--- src/rtl/pc_sequencer.sv ---
// Fetch/execute sequencer for the RV32I core: owns the architectural PC and holds
// each fetched instruction stable until the datapath reports completion.
//
// state | meaning
// IDLE  | one cycle after reset release, nothing requested
// FETCH | imem_req high at PC, waiting for grant
// WAIT  | granted, waiting for read data
// EXEC  | instruction held and valid, waiting for exec_done
module pc_sequencer #(
    parameter int              XLEN     = 32,
    parameter logic [XLEN-1:0] RESET_PC = '0,
    parameter logic [XLEN-1:0] TRAP_PC  = XLEN'(32'h0000_0100)
) (
    input  logic            clk,
    input  logic            rst_n,
    input  logic [1:0]      PCSrc,
    input  logic [XLEN-1:0] PCTarget,
    input  logic [XLEN-1:0] JalrTarget,
    input  logic            exec_done,
    output logic            imem_req,
    output logic [XLEN-1:0] imem_addr,
    input  logic            imem_gnt,
    input  logic            imem_rvalid,
    input  logic [31:0]     imem_rdata,
    output logic [XLEN-1:0] PC,
    output logic [XLEN-1:0] PCPlus4,
    output logic [31:0]     Instr,
    output logic            instr_valid,
    output logic            trap,
    output logic [XLEN-1:0] trap_epc
);

    localparam logic [31:0] NOP = 32'h0000_0013;

    typedef enum logic [1:0] {
        S_IDLE  = 2'd0,
        S_FETCH = 2'd1,
        S_WAIT  = 2'd2,
        S_EXEC  = 2'd3
    } state_t;

    state_t          r_state;
    logic [XLEN-1:0] r_pc;
    logic [31:0]     r_instr;
    logic            r_req;
    logic            r_valid;
    logic            r_trap;
    logic [XLEN-1:0] r_epc;

    logic [XLEN-1:0] w_pc_plus4;
    logic [XLEN-1:0] w_pc_next;
    logic            w_misaligned;

    assign w_pc_plus4 = r_pc + XLEN'(4);

    // PCSrc 11 is reserved and behaves as sequential flow.
    always_comb begin
        w_pc_next = w_pc_plus4;
        case (PCSrc)
            2'b01:   w_pc_next = PCTarget;
            2'b10:   w_pc_next = {JalrTarget[XLEN-1:1], 1'b0};
            default: w_pc_next = w_pc_plus4;
        endcase
    end

    // Without the C extension any target with bit1 set is misaligned.
    assign w_misaligned = w_pc_next[1];

    always_ff @(posedge clk or negedge rst_n) begin
        if (!rst_n) begin
            r_state <= S_IDLE;
            r_pc    <= RESET_PC;
            r_instr <= NOP;
            r_req   <= 1'b0;
            r_valid <= 1'b0;
            r_trap  <= 1'b0;
            r_epc   <= '0;
        end else begin
            r_trap <= 1'b0;
            case (r_state)
                S_IDLE: begin
                    r_state <= S_FETCH;
                    r_req   <= 1'b1;
                end
                S_FETCH: begin
                    // rvalid without gnt is a stale response and is dropped.
                    if (imem_gnt) begin
                        r_req <= 1'b0;
                        if (imem_rvalid) begin
                            r_instr <= imem_rdata;
                            r_valid <= 1'b1;
                            r_state <= S_EXEC;
                        end else begin
                            r_state <= S_WAIT;
                        end
                    end
                end
                S_WAIT: begin
                    if (imem_rvalid) begin
                        r_instr <= imem_rdata;
                        r_valid <= 1'b1;
                        r_state <= S_EXEC;
                    end
                end
                S_EXEC: begin
                    if (exec_done) begin
                        r_valid <= 1'b0;
                        r_req   <= 1'b1;
                        r_state <= S_FETCH;
                        if (w_misaligned) begin
                            r_pc   <= TRAP_PC;
                            r_epc  <= r_pc;
                            r_trap <= 1'b1;
                        end else begin
                            r_pc <= w_pc_next;
                        end
                    end
                end
                default: begin
                    r_state <= S_IDLE;
                    r_req   <= 1'b0;
                    r_valid <= 1'b0;
                end
            endcase
        end
    end

    assign imem_req    = r_req;
    assign imem_addr   = r_pc;
    assign PC          = r_pc;
    assign PCPlus4     = w_pc_plus4;
    assign Instr       = r_instr;
    assign instr_valid = r_valid;
    assign trap        = r_trap;
    assign trap_epc    = r_epc;

endmodule
--- config.mk ---
export PLATFORM = sky130hd
export DESIGN_NAME = pc_sequencer
export DESIGN_NICKNAME = d
export VERILOG_FILES = /design/src/rtl/pc_sequencer.sv
export SDC_FILE = /design/constraint.sdc
export NUM_CORES = 1
export LEC_CHECK = 0
export CORE_ASPECT_RATIO = 0.5
export CORE_MARGIN = 1.5
export CORE_UTILIZATION = 38
export DETAILED_ROUTE_END_ITERATION = 6
export GPL_ROUTABILITY_DRIVEN = 0
export PLACE_DENSITY = 0.77
export SYNTH_ARGS = -nofsm -noshare
export SYNTH_HDL_FRONTEND = slang
export SYNTH_SLANG_ARGS = --single-unit
--- constraint.sdc ---
create_clock -name clk -period 1.9 [get_ports clk]
set_clock_uncertainty 0.15 [all_clocks]
set_input_delay 0.475 -clock clk [delete_from_list [all_inputs] [get_ports clk]]
set_output_delay 0.475 -clock clk [all_outputs]
set_load 0.005 [all_outputs]
Yosys cells after proc, flatten, opt, wreduce, memory -nomap -nowiden:

Index checks and enable logic that the tools add are counted.

* bits in registers: 101
* input port bits: 103
* output and inout bits: 163
* word-level logic and storage cells: 46

* $add $sub $neg: 1
* eq/ne operators: 8
* mux-type cells: 20
* reductions and logical operators: 10

Operators with widths (count)
* $pmux 32 s2: 2
* $mux 32: 3
* $add 32x3->32 const B: 1
* $reduce_and 3->1: 4
* $mux 1: 9
* $pmux 2 s4: 1
* $eq 2x2->1 const B: 3
* $mux 2: 3
* $ne 2x2->1 const B: 3
* $pmux 1 s3: 2
* $reduce_bool 3->1: 2
* $eq 2x1->1 const B: 2
* $reduce_and 2->1: 2
* $logic_not 2->1: 1
* $reduce_bool 2->1: 1

Depth between registers and ports, before layout:

* depth in word-level cells: 5
* gate-level depth with buffers: 8
* mapped depth without buffers: 6

Least setup slack after synthesis:

OpenSTA, ideal clock, no wires.

* kind: register to output
* start: register r_pc[2], in the netlist PC[2]
* end: output port PCPlus4[18]
* arrival time: 1538 ps
* data required time: 1275 ps
* setup slack: -263 ps
* stages on the path, launching flop included: 6
* buffers on the path: 0
* cells stage by stage: dfrtp_1 > ha_1 > nand4_1 > or3_1 > nor2_1 > xor2_1

* cells in the longest elaborated chain, start to end: 1

Ends and longest elaborated chain
* start, declared: line 43 `logic [XLEN-1:0] r_pc;`
* start signal, assigned: line 115 `r_pc <= w_pc_next;`
* $add 32x3->32: line 54 `assign w_pc_plus4 = r_pc + XLEN'(4);`
* end, declared: line 26 `output logic [XLEN-1:0] PCPlus4,`

No other way between the ends.

Worst setup path in the final report:

* start: register r_pc[3], in the netlist PC[3]
* end: output port PCPlus4[20]

Same word-level chain as after synthesis.

==> impl_metrics.env <==
export IMPL_setup_viol=64
export IMPL_synthDistinctLibCells=65
export IMPL_fin_crit_sh=1.545
export IMPL_numCtsBuffers=9
export IMPL_synth_top_area_frac=0.4123
export IMPL_boundaryPins=266
export IMPL_hold_viol_final=0
export IMPL_ys_top_cells_by_count="dfrtp_1 (96), mux2_2 (58), buf_4 (38)"
export IMPL_vias_per_cell=6.156
export IMPL_worstSetupEndpointType="output port"
export IMPL_diodes=0
export IMPL_fin_tns_setup_ns=-26.57
export IMPL_total_power_mw=15.93
export IMPL_clock_power_share=0.119
export IMPL_leakagePower_nw=5.046
export IMPL_wl_per_cell_um=25.25
export IMPL_ys_async_sr_fraction=1.000
export IMPL_path_buf_inv=2
export IMPL_period_minus_slack_ns=2.936
export IMPL_rsz0062_at_grt="true"
export IMPL_cp_slowest_cell="dfrtp_2"
export IMPL_postSynthAreaPerCell_um2=10.13
export IMPL_multi_input_area_um2=3456
export IMPL_initial_core_util=0.3964
export IMPL_status="finished with violations"
export IMPL_die_w_um=178.1
export IMPL_drv_slew=0
export IMPL_dieArea_um2=16130
export IMPL_finalWorstSetupSlack_ns=-1.036
export IMPL_core_um2=14700
export IMPL_clk_pin_slew_worst_paths_ns=0.08
export IMPL_seqCellArea_um2=2492
export IMPL_p_int_mw=9.719
export IMPL_synth_seq_cells=99
export IMPL_area_delta_synth_final_pct=92.40
export IMPL_yosysTopAreaCell="dfrtp_1"
export IMPL_placed_cells=1098
export IMPL_crit_path_start_kind="flop"
export IMPL_cts_sinks=99
export IMPL_wl_um=30510
export IMPL_die_h_um=90.56
export IMPL_critPathMaxFanout=5
export IMPL_grt_max_degree=42
export IMPL_synth_main_ff_cell="dfrtp_1"
export IMPL_firstDrtPassIters=6
export IMPL_grt_pass1_wl_um=39070
export IMPL_comb_power_share=0.639
export IMPL_rr_startpoint="PC[26]$_DFFE_PN0P_"
export IMPL_fillers=801
export IMPL_cts_tree="built"
export IMPL_worstSkewPairLatency_ns=0.36
export IMPL_crit_cells=7
export IMPL_hold_class="flop to flop"
export IMPL_cpPeakStageDelay_ns=0.47
export IMPL_vias=7436
export IMPL_rows=31
export IMPL_max_freq_mhz=340.6
export IMPL_worstSetupPathType="flop to output port"
export IMPL_hold_depth=1
export IMPL_switching_share=0.3899
export IMPL_worst_pin_slew_ns=0.8073
export IMPL_yosysMostFrequentCell="dfrtp_1"
export IMPL_htreeDepth=3
export IMPL_dp_hpwl_um=16470
export IMPL_portBuffers=260
export IMPL_peakVddDrop_mv=0.6834
export IMPL_overflow=0
export IMPL_critPathTopFamily="simple AND/OR/NAND/NOR gates"
export IMPL_final_util=0.7626
export IMPL_grt_usage=0.3142
export IMPL_drc=0
export IMPL_power_share_sequential=0.243
export IMPL_min_from="Instr[8]$_DFFE_PN0P_"
export IMPL_grt_pass1_vias=7069
export IMPL_failed_checks="negative setup slack"
export IMPL_rr_worst_depth=6
export IMPL_yosysWarnings=0
export IMPL_path_cells="ha_2 > and4_4 > nand3_2 > buf_4 > nor3_2 > xor2_1 > buf_2"
export IMPL_drt_iter0_drc=927
export IMPL_crit_required_ns=1.27
export IMPL_slew_headroom=0.4576
export IMPL_cp_arrival_ns=2.31
export IMPL_p_per_area_nw_per_um2=1421
export IMPL_startpoint="PC[3]$_DFFE_PN0P_"
export IMPL_synth_area_top_cells="dfrtp_1 (41%), mux2_2 (11%), buf_4 (4.9%)"
export IMPL_drtAntennaViolNets=0
export IMPL_fin_nets=1117
export IMPL_drive_gt1_frac=0.4723
export IMPL_p_switching_mw=6.210
export IMPL_ys_seq_area_frac=0.4258
export IMPL_antenna_found_initial=0
export IMPL_cts_buffer_depth=2
export IMPL_synthCells=575
export IMPL_final_cells=1208
export IMPL_root_buffer="clkbuf_16"
export IMPL_netlist_area_um2=5827
export IMPL_dp_slack_ns=-0.8023
export IMPL_synth_edf_count=0
export IMPL_maxCapViolations=0
[power by group through the flow]
stage               clock, mW  sequential (mW)  combinational, mW
global route             2.01             3.95               10.6
finish                   1.89             3.86               10.2
global placement            0             3.74               8.17
CTS                      1.87             3.75               8.94
floorplan                   0             3.99               3.18
detailed placement          0             3.80               8.35
[placed cells by master, fill, tap and decap left out, drive strengths merged, types with 4 or more instances in the layout]
cell,count
buf,278
clkdlybuf4s50,148
dfrtp,96
mux2,64
nand2,32
nor3,28
clkbuf,24
dlygate4sd2,23
clkdlybuf4s15,23
a21oi,21
nand4,19
nand3,18
inv,18
o21ai,16
xnor2,16
nor2,14
dlymetal6s2s,13
a22oi,13
a221oi,12
xor2,11
o211ai,9
ha,9
and2,8
nor4,8
a221o,7
a31oi,7
and4,7
and3,7
a22o,5
conb,4
[area by class of cell]
class | instances | area share
Timing Repair Buffer | 500 | 0.4136
Multi-Input combinational cell | 378 | 0.3083
Sequential cell | 99 | 0.2223
Tap cell | 198 | 0.02210
Clock buffer | 10 | 0.02132
Inverter | 17 | 0.007031
Clock inverter | 6 | 0.005357
[per-stage QoR]
| step | hold slack (ns) | instance area, um2 |
|---|---|---|
| 4_1_cts | 0.3442 | 10650 |
| 6_report | 0.3582 | 11210 |
| 3_3_place_gp | 0.1959 | 9502 |
| 3_5_place_dp | 0.1994 | 9502 |
| 2_1_floorplan | 0.02941 | 6063 |
| 5_1_grt | 0.3748 | 11210 |
[per-layer routing]
metal | track usage | vias up | share of wire
li1 | - | 2949 | -
met1 | 0.3807 | 3560 | 0.36
met4 | 0.1527 | 0 | 0.072
met2 | 0.5272 | 687 | 0.45
met3 | 0.07071 | 240 | 0.11
met5 | 0 | - | 0
[cell families after synthesis]
kind of cell               share of synthesized area
adders and majority gates                    0.01933
and+or+nand+nor                               0.1486
muxes                                         0.1237
other                                      0.0006436
buffers and inverters                        0.09491
AOI/OAI and AO/OA                             0.1464
DFF                                           0.4258
xor gates and xnor gates                     0.04058
[sequential cells by signal (all words and copies together), names as in the netlist]
signal       count
PC              31
r_state          2
trap             1
Instr           32
imem_req         1
trap_epc        31
instr_valid      1
[worst paths after layout]
check                                       end  slack, ns
max                                 PCPlus4[20]      -1.04
min                        Instr[8]$_DFFE_PN0P_       0.36
max reg2reg                  PC[29]$_DFFE_PN0P_      -0.44
min reg2reg                Instr[8]$_DFFE_PN0P_       0.36
max in group asynchronous     PC[4]$_DFFE_PN0P_       0.65
min in group asynchronous    PC[10]$_DFFE_PN0P_       0.39
[repair_timing]
| item | CTS | global route |
|---|---|---|
| pin swaps | 50 | 47 |
| setup endpoints to repair | 177 | 135 |
| buffers inserted | 70 | 40 |
| hold buffers | 1 | 0 |
| hold endpoints to repair | 11 | 0 |
| resized for setup | 355 | 125 |
| cloned | 3 | 3 |
(Power assumes the default switching activity.)
